<file path="src/rtl/div_seq.sv">
// div_seq: multi-cycle restoring divider used by the EX stage for DIV/DIVU.
// One quotient bit is produced per clock. The EX stage is stalled until the
// {remainder, quotient} result is ready for the HI/LO write path.
//
// Ports:
//   clk         system clock, rising edge
//   rst         synchronous reset, active-high
//   start_i     divide request, held high until ready_o is seen
//   signed_i    1 = signed (DIV), 0 = unsigned (DIVU); sampled with start
//   opdata1_i   dividend, sampled with start
//   opdata2_i   divisor, sampled with start
//   annul_i     pipeline flush; aborts any operation in flight
//   result_o    {remainder, quotient}; non-zero only while ready_o = 1
//   ready_o     result valid
//   stallreq_o  stall request to the stall controller (combinational)
module div_seq #(
    parameter int DATA_W = 32,
    parameter int CNT_W  = 6
) (
    input  logic                  clk,
    input  logic                  rst,
    input  logic                  start_i,
    input  logic                  signed_i,
    input  logic [DATA_W-1:0]     opdata1_i,
    input  logic [DATA_W-1:0]     opdata2_i,
    input  logic                  annul_i,
    output logic [2*DATA_W-1:0]   result_o,
    output logic                  ready_o,
    output logic                  stallreq_o
);

    typedef enum logic [1:0] {
        IDLE    = 2'd0,
        DIVZERO = 2'd1,
        ON      = 2'd2,
        DONE    = 2'd3
    } state_t;

    localparam logic [DATA_W-1:0]   ZERO     = {DATA_W{1'b0}};
    localparam logic [DATA_W-1:0]   ONE      = {{(DATA_W-1){1'b0}}, 1'b1};
    localparam logic [2*DATA_W-1:0] ZERO_RES = {(2*DATA_W){1'b0}};
    localparam logic [CNT_W-1:0]    CNT_ZERO = {CNT_W{1'b0}};
    localparam logic [CNT_W-1:0]    CNT_ONE  = {{(CNT_W-1){1'b0}}, 1'b1};
    localparam logic [CNT_W-1:0]    CNT_LAST = CNT_W'(DATA_W - 1);

    state_t              state;
    logic [CNT_W-1:0]    cnt;
    logic [DATA_W-1:0]   rem;       // partial remainder
    logic [DATA_W-1:0]   quo;       // dividend bits shift out, quotient bits shift in
    logic [DATA_W-1:0]   dvs;       // divisor magnitude
    logic                neg_quo;
    logic                neg_rem;

    logic [DATA_W:0]     trial;
    logic [DATA_W-1:0]   step_rem;
    logic [DATA_W-1:0]   step_quo;
    logic [DATA_W-1:0]   fin_rem;
    logic [DATA_W-1:0]   fin_quo;

    // Two's-complement negation modulo 2^DATA_W.
    function automatic logic [DATA_W-1:0] neg2(input logic [DATA_W-1:0] v);
        return (~v) + ONE;
    endfunction

    // Magnitude of an operand: absolute value only for negative signed inputs.
    function automatic logic [DATA_W-1:0] mag(input logic [DATA_W-1:0] v,
                                              input logic is_signed);
        if (is_signed && v[DATA_W-1]) begin
            return neg2(v);
        end else begin
            return v;
        end
    endfunction

    // One restoring step: shift the next dividend bit into the remainder and
    // trial-subtract; the borrow bit of the wider subtraction says "negative".
    always_comb begin
        trial    = {rem, quo[DATA_W-1]} - {1'b0, dvs};
        step_quo = {quo[DATA_W-2:0], ~trial[DATA_W]};
        if (trial[DATA_W]) begin
            step_rem = {rem[DATA_W-2:0], quo[DATA_W-1]};
        end else begin
            step_rem = trial[DATA_W-1:0];
        end
    end

    // Sign correction applied to the final step's outputs.
    always_comb begin
        if (neg_quo) begin
            fin_quo = neg2(step_quo);
        end else begin
            fin_quo = step_quo;
        end
        if (neg_rem) begin
            fin_rem = neg2(step_rem);
        end else begin
            fin_rem = step_rem;
        end
    end

    // Stall while a divide is being requested or running; a flush or reset releases it.
    always_comb begin
        if (rst || annul_i) begin
            stallreq_o = 1'b0;
        end else begin
            stallreq_o = ((state == IDLE) && start_i) || (state == ON) || (state == DIVZERO);
        end
    end

    // Sequencer FSM with registered result/ready.
    always_ff @(posedge clk) begin
        if (rst) begin
            state    <= IDLE;
            cnt      <= CNT_ZERO;
            rem      <= ZERO;
            quo      <= ZERO;
            dvs      <= ZERO;
            neg_quo  <= 1'b0;
            neg_rem  <= 1'b0;
            result_o <= ZERO_RES;
            ready_o  <= 1'b0;
        end else begin
            case (state)
                IDLE: begin
                    if (start_i && !annul_i) begin
                        if (opdata2_i == ZERO) begin
                            state <= DIVZERO;
                        end else begin
                            state   <= ON;
                            cnt     <= CNT_ZERO;
                            rem     <= ZERO;
                            quo     <= mag(opdata1_i, signed_i);
                            dvs     <= mag(opdata2_i, signed_i);
                            neg_quo <= signed_i & (opdata1_i[DATA_W-1] ^ opdata2_i[DATA_W-1]);
                            neg_rem <= signed_i & opdata1_i[DATA_W-1];
                        end
                    end else begin
                        state <= IDLE;
                    end
                end
                DIVZERO: begin
                    if (annul_i) begin
                        state <= IDLE;
                    end else begin
                        state    <= DONE;
                        ready_o  <= 1'b1;
                        result_o <= ZERO_RES;
                    end
                end
                ON: begin
                    if (annul_i) begin
                        state <= IDLE;
                    end else begin
                        rem <= step_rem;
                        quo <= step_quo;
                        cnt <= cnt + CNT_ONE;
                        if (cnt == CNT_LAST) begin
                            state    <= DONE;
                            ready_o  <= 1'b1;
                            result_o <= {fin_rem, fin_quo};
                        end else begin
                            state <= ON;
                        end
                    end
                end
                DONE: begin
                    if (!start_i || annul_i) begin
                        state    <= IDLE;
                        ready_o  <= 1'b0;
                        result_o <= ZERO_RES;
                    end else begin
                        state <= DONE;
                    end
                end
                default: begin
                    state    <= IDLE;
                    ready_o  <= 1'b0;
                    result_o <= ZERO_RES;
                end
            endcase
        end
    end

endmodule

</file>
<file path="config.mk">
export PLATFORM = sky130hd
export DESIGN_NAME = div_seq
export DESIGN_NICKNAME = d
export VERILOG_FILES = /design/src/rtl/div_seq.sv
export SDC_FILE = /design/constraint.sdc
export NUM_CORES = 1
export LEC_CHECK = 0
export CELL_PAD_IN_SITES_DETAIL_PLACEMENT = 1
export CELL_PAD_IN_SITES_GLOBAL_PLACEMENT = 1
export CORE_UTILIZATION = 40
export CTS_CLUSTER_SIZE = 25
export DETAILED_ROUTE_END_ITERATION = 6
export GPL_TIMING_DRIVEN = 0
export PLACE_DENSITY_LB_ADDON = 0.1
export REMOVE_ABC_BUFFERS = 1
export SYNTH_ARGS = -nofsm -noshare
export SYNTH_HDL_FRONTEND = slang
export SYNTH_SLANG_ARGS = --single-unit
export TNS_END_PERCENT = 100
</file>
<file path="constraint.sdc">
create_clock -name clk -period 8 [get_ports clk]
set_input_delay 1.2 -clock clk [delete_from_list [all_inputs] [get_ports clk]]
set_output_delay 1.2 -clock clk [all_outputs]
set_load 0.01 [all_outputs]
</file>
## After elaboration in Yosys (flattened, before gate mapping)

Cells that the tools add are included.
Widths: inputs -> output; s select.

| word-level totals | value |
|---|---|
| bits of input ports | 69 |
| output and inout port bits | 66 |
| flip-flop bits (word level) | 171 |

| cells by class | value |
|---|---|
| equal/unequal tests | 10 |
| multiplexer cells | 35 |
| add/subtract/negate cells | 6 |
| reduce and logical (&&, ||, !) cells | 17 |
| bitwise operators | 9 |

Operator list:

| operator | number |
|---|---|
| $mux 32 | 11 |
| $mux 64 | 4 |
| $pmux 64 s3 | 1 |
| $add 32x1->32 const B | 4 |
| $not 32->32 | 4 |
| $pmux 32 s2 | 2 |
| $sub 33x32->33 | 1 |
| $logic_not 32->1 | 1 |
| $mux 6 | 3 |
| $pmux 6 s2 | 1 |
| $mux 2 | 5 |
| $ne 2x2->1 const B | 4 |
| $pmux 2 s4 | 1 |
| $add 6x1->6 const B | 1 |
| $eq 6x5->1 const B | 1 |
| $mux 1 | 6 |
| $reduce_and 5->1 | 1 |
| $eq 2x2->1 const B | 2 |
| $logic_and 1x1->1 | 4 |
| $logic_or 1x1->1 | 4 |
| $ne 2x1->1 const B | 2 |
| $reduce_and 4->1 | 1 |
| $pmux 1 s3 | 1 |
| $reduce_and 3->1 | 1 |
| other kinds (8) | 11 |

## Depth between registers and ports, before layout

| depth | value |
|---|---|
| depth after elaboration | 8 |
| gate-level depth with buffers | 25 |
| depth with buffers taken out | 21 |

## Worst setup path after synthesis

OpenSTA, ideal clock, no wires.

| timing path | value |
|---|---|
| path type | register -> register |
| from | register quo[31] |
| to | register result_o[60] |
| arrival | 4781 ps |
| period minus slack after synthesis | 4898 ps |
| setup slack | 3102 ps |
| library setup time | 117 ps |
| data required time | 7883 ps |
| stages on the path, launching flop included | 23 |
| path through | dfxtp_1 > inv_1 > ha_1 > inv_1 > fa_1 > a211oi_2 > o211ai_2 > nand3_1 > a2111o_1 > and3_1 > buf_6 > nor2_8 > buf_2 > buf_2 > buf_2 > mux2i_1 > ha_1 > nand4_1 > mux2_2 > or3b_4 > o31ai_1 > xor2_1 > a22o_1 |

| on the way | value |
|---|---|
| word-level cells in the longest chain between the ends | 8 |

Ends and longest elaborated chain:

| element | line | text |
|---|---|---|
| from (decl) | 49 | `logic [DATA_W-1:0] quo;` |
| from (signal assigned) | 132 | `quo <= mag(opdata1_i, signed_i);` |
| from (signal assigned) | 155 | `quo <= step_quo;` |
| $sub 33x32->33 | 78 | `trial = {rem, quo[DATA_W-1]} - {1'b0, dvs};` |
| $mux 32 (*) | 80 | `if (trial[DATA_W]) begin` |
| $not 32->32 | 62 | `return (~v) + ONE;` |
| $add 32x1->32 | 62 |  |
| $mux 32 (*) | 94 | `if (neg_rem) begin` |
| $mux 64 (*) | 157 | `if (cnt == CNT_LAST) begin` |
| $mux 64 (*) | 151 | `if (annul_i) begin` |
| $pmux 64 s3 (*) | 123 | `case (state)` |
| to (signal assigned) | 160 | `result_o <= {fin_rem, fin_quo};` |
| to (decl) | 27 | `output logic [2*DATA_W-1:0] result_o,` |

Every way passes the cells marked *; elsewhere a longest branch is shown, timed or not. The select of a mux whose other input is x is not followed.
A chain may end at the register's enable or synchronous reset.

## Final worst setup path

| timing path | value |
|---|---|
| from | register quo[31] |
| to | register result_o[62] |

Same word-level chain as after synthesis.

==> run summary <==
Sequential area share after synthesis -> 29.9%
Number of top-level pins -> 135
NumNets Final -> 1675
Clock buffer depth -> 2
Die W -> 171 um
Filler instances -> 3444
Post-Syn Area -> 0.0114 mm2
Crit path DAT -> 6670 ps
Full die area -> 0.0293 mm2
Hold Vio Cnt, Final -> 0
Ys Warns -> 0
Crit Path Category -> flip-flop to flip-flop
Largest cells by area after synthesis -> dfxtp_1 (30%), nor2_1 (7.1%), xnor2_1 (6.2%), a21oi_1 (5.2%), xor2_1 (5.1%)
Std-Cell Rows -> 61
CTS Root Cell -> clkbuf_16
Synth async-reset ratio -> 0%
Final period util -> 79.3%
Minimum clock period -> 6340 ps
Routed len/inst -> 18.7 um
Register area -> 0.00342 mm2
Layout cells sized above 1 -> 4.55%
Max_cap viols -> 0
Count leader, synth -> nor2_1
Pwr dens -> 161 mW/mm2
Core area -> 0.0279 mm2
Pre-antenna DRT Iters -> 5
Placed cell area -> 0.0132 mm2
CP endpoint kind -> flip-flop
Placer Congestion -> 0.871
Crit start category -> flip-flop
RSZ-0062 raised after global routing -> no
Least-Margin Pin Slew -> 1370 ps
First-pass GRT wire length -> 59700 um
Syn Inst Count -> 1494
Pin count of the biggest net entering global routing -> 94
Vias/cell -> 5.75
Crit path max fanout -> 51
ANT cells -> 0
Starting Density -> 41.0%
Residual DRC -> 0
IO Port Bufs -> 134
Final setup violating endpoints -> 0
Antenna violations before repair -> 0
Inst Count DP -> 1927
ANT nets after route -> 0
Resize count post-CTS -> 0
H-tree depth -> 4
Fin. max-slew vios -> 0
Ys flop type -> dfxtp_1
Setup repair bufs after CTS -> 0
Synthesis-to-finish area growth -> 20.1%
Critical Path RT -> 8330 ps
Final Util -> 49.2%
Vias in the first global route -> 11150
Die Ht -> 171 um
Dpl hpwl -> 27200 um
Via Count -> 11266
Max-slew headroom at the worst pin -> 8.65%
GRT Util Overall -> 25.7%
Num CTS Buffers -> 17
Iter 0 DRT Violations -> 637
Synth top cells by count -> nor2_1 (218), dfxtp_1 (171), a21oi_1 (119), nand2_1 (106), xnor2_1 (81)
Worst-skew pair later-pin latency -> 440 ps
Run status -> completed
Remaining Overflow, GRT -> 0
FF+latch count, synth -> 171
Share of Yosys cell area claimed by the top area cell type -> 29.9%
Clk_skew -> 15.5 ps
Post-route design area -> 0.0138 mm2
CTS Hold Buffers Added -> 0
Multi-input logic area -> 0.00747 mm2
Synth area leader -> dfxtp_1
Synth unique cells -> 76
Total Wirelength -> 36700 um
Post-synth EDFFs -> 0
Final cell count without fillers -> 1959
Clock-pin slew on the worst setup and hold paths -> 70 ps
Max Fclk -> 158 MHz
CTS sink cnt -> 171
Post-Syn Area per Cell -> 7.66 um2
Worst IR drop on VDD -> 151 uV
TritonCTS clock tree -> built
P_leak -> 5.05 nW
Hold Crit Class -> flip-flop to flip-flop
## cell type report
cell class | instances | share of cell area (%)
tap | 378 | 3.44
clock buffer | 19 | 3.15
inverter | 61 | 1.67
clock inverter | 13 | 1.13
timing repair buffer | 149 | 11.4
multi-input combinational | 1168 | 54.3
sequential | 171 | 24.9
## report_power, final
part | switching [W] | total [W] | internal, W
combinational | 0.000273 | 0.000450 | 0.000177
clock | 0.000397 | 0.000866 | 0.000469
sequential | 0.0000223 | 0.000895 | 0.000872
## flip-flops by register name (all words and copies together), names as in the netlist
signal,cells
cnt,6
dvs,32
neg_quo,1
neg_rem,1
quo,32
ready_o,1
rem,32
result_o,64
state,2
## per-layer routing
| metal | part of all wire [%] | global-route usage (%) | vias up |
|---|---|---|---|
| met5 | 0 | 0 | - |
| met4 | 1.1 | 5.59 | 0 |
| met3 | 3.5 | 3.27 | 22 |
| met2 | 47 | 43.2 | 205 |
| met1 | 49 | 35.0 | 5487 |
| li1 | - | - | 5552 |
## cells in the final DEF (no fill, tap or decap), drive strengths merged, types with 4 or more instances in the layout
cell type	netlist	layout
a211o	4	4
a211oi	32	32
a21o	10	10
a21oi	120	120
a221oi	13	13
a22o	35	35
a22oi	46	46
a31oi	35	35
and2	10	10
and3	7	7
and4	5	5
buf	26	16
clkbuf	68	19
clkdlybuf4s50	0	133
dfxtp	171	171
ha	37	37
inv	61	67
mux2i	24	24
nand2	106	106
nand2b	6	6
nand3	25	25
nand4	15	15
nor2	219	219
nor2b	14	14
nor3	42	42
nor4	18	18
o211ai	8	8
o21a	4	4
o21ai	71	71
o31a	8	8
o31ai	20	20
o41ai	13	13
or2	4	4
or3	15	15
or4	14	14
xnor2	81	81
xor2	67	67
## final timing paths
kind,to,cells after the start,slack [ps],startpoint
max,result_o[62],21,1660,quo[31]
min,dvs[18],2,450,dvs[18]
max reg2reg,result_o[62],21,1660,quo[31]
min reg2reg,dvs[18],2,450,dvs[18]
## stage by stage
step           hold WS [ps]  setup slack, ps  setup TNS [ps]  power (W)
3_3_place_gp            442            -6180         -318250    0.00134
5_1_grt                 480             1190               0    0.00232
2_1_floorplan           426              785               0    0.00119
6_report                455             1660               0    0.00221
3_5_place_dp            450             1720               0    0.00136
4_1_cts                 458             1700               0    0.00223
## cell families (layout without fill, tap and decap cells)
kind of cell	after synthesis	count (layout)	synth area share, %
simple gates	513	513	20.9
xor+xnor	148	148	11.3
flops	171	171	29.9
mux	26	26	2.30
fa+ha+maj	38	38	4.22
compound gates	443	443	26.0
buf+inv	155	242	5.41
## worst max-delay path, cell delays in order (launching register included)
cell,delay (ps)
dfxtp_1,470
inv_1,80
ha_1,240
inv_1,80
fa_1,260
a211oi_2,130
o211ai_2,320
nand3_1,260
a2111o_1,500
and3_1,360
nor2_8,760
inv_2,540
nand2_1,170
o21ai_0,160
inv_1,110
ha_1,320
nand4_1,110
mux2_2,350
or3b_4,420
o31ai_1,260
xnor2_1,100
a22o_1,200
Power figures use the tool's default switching activity.
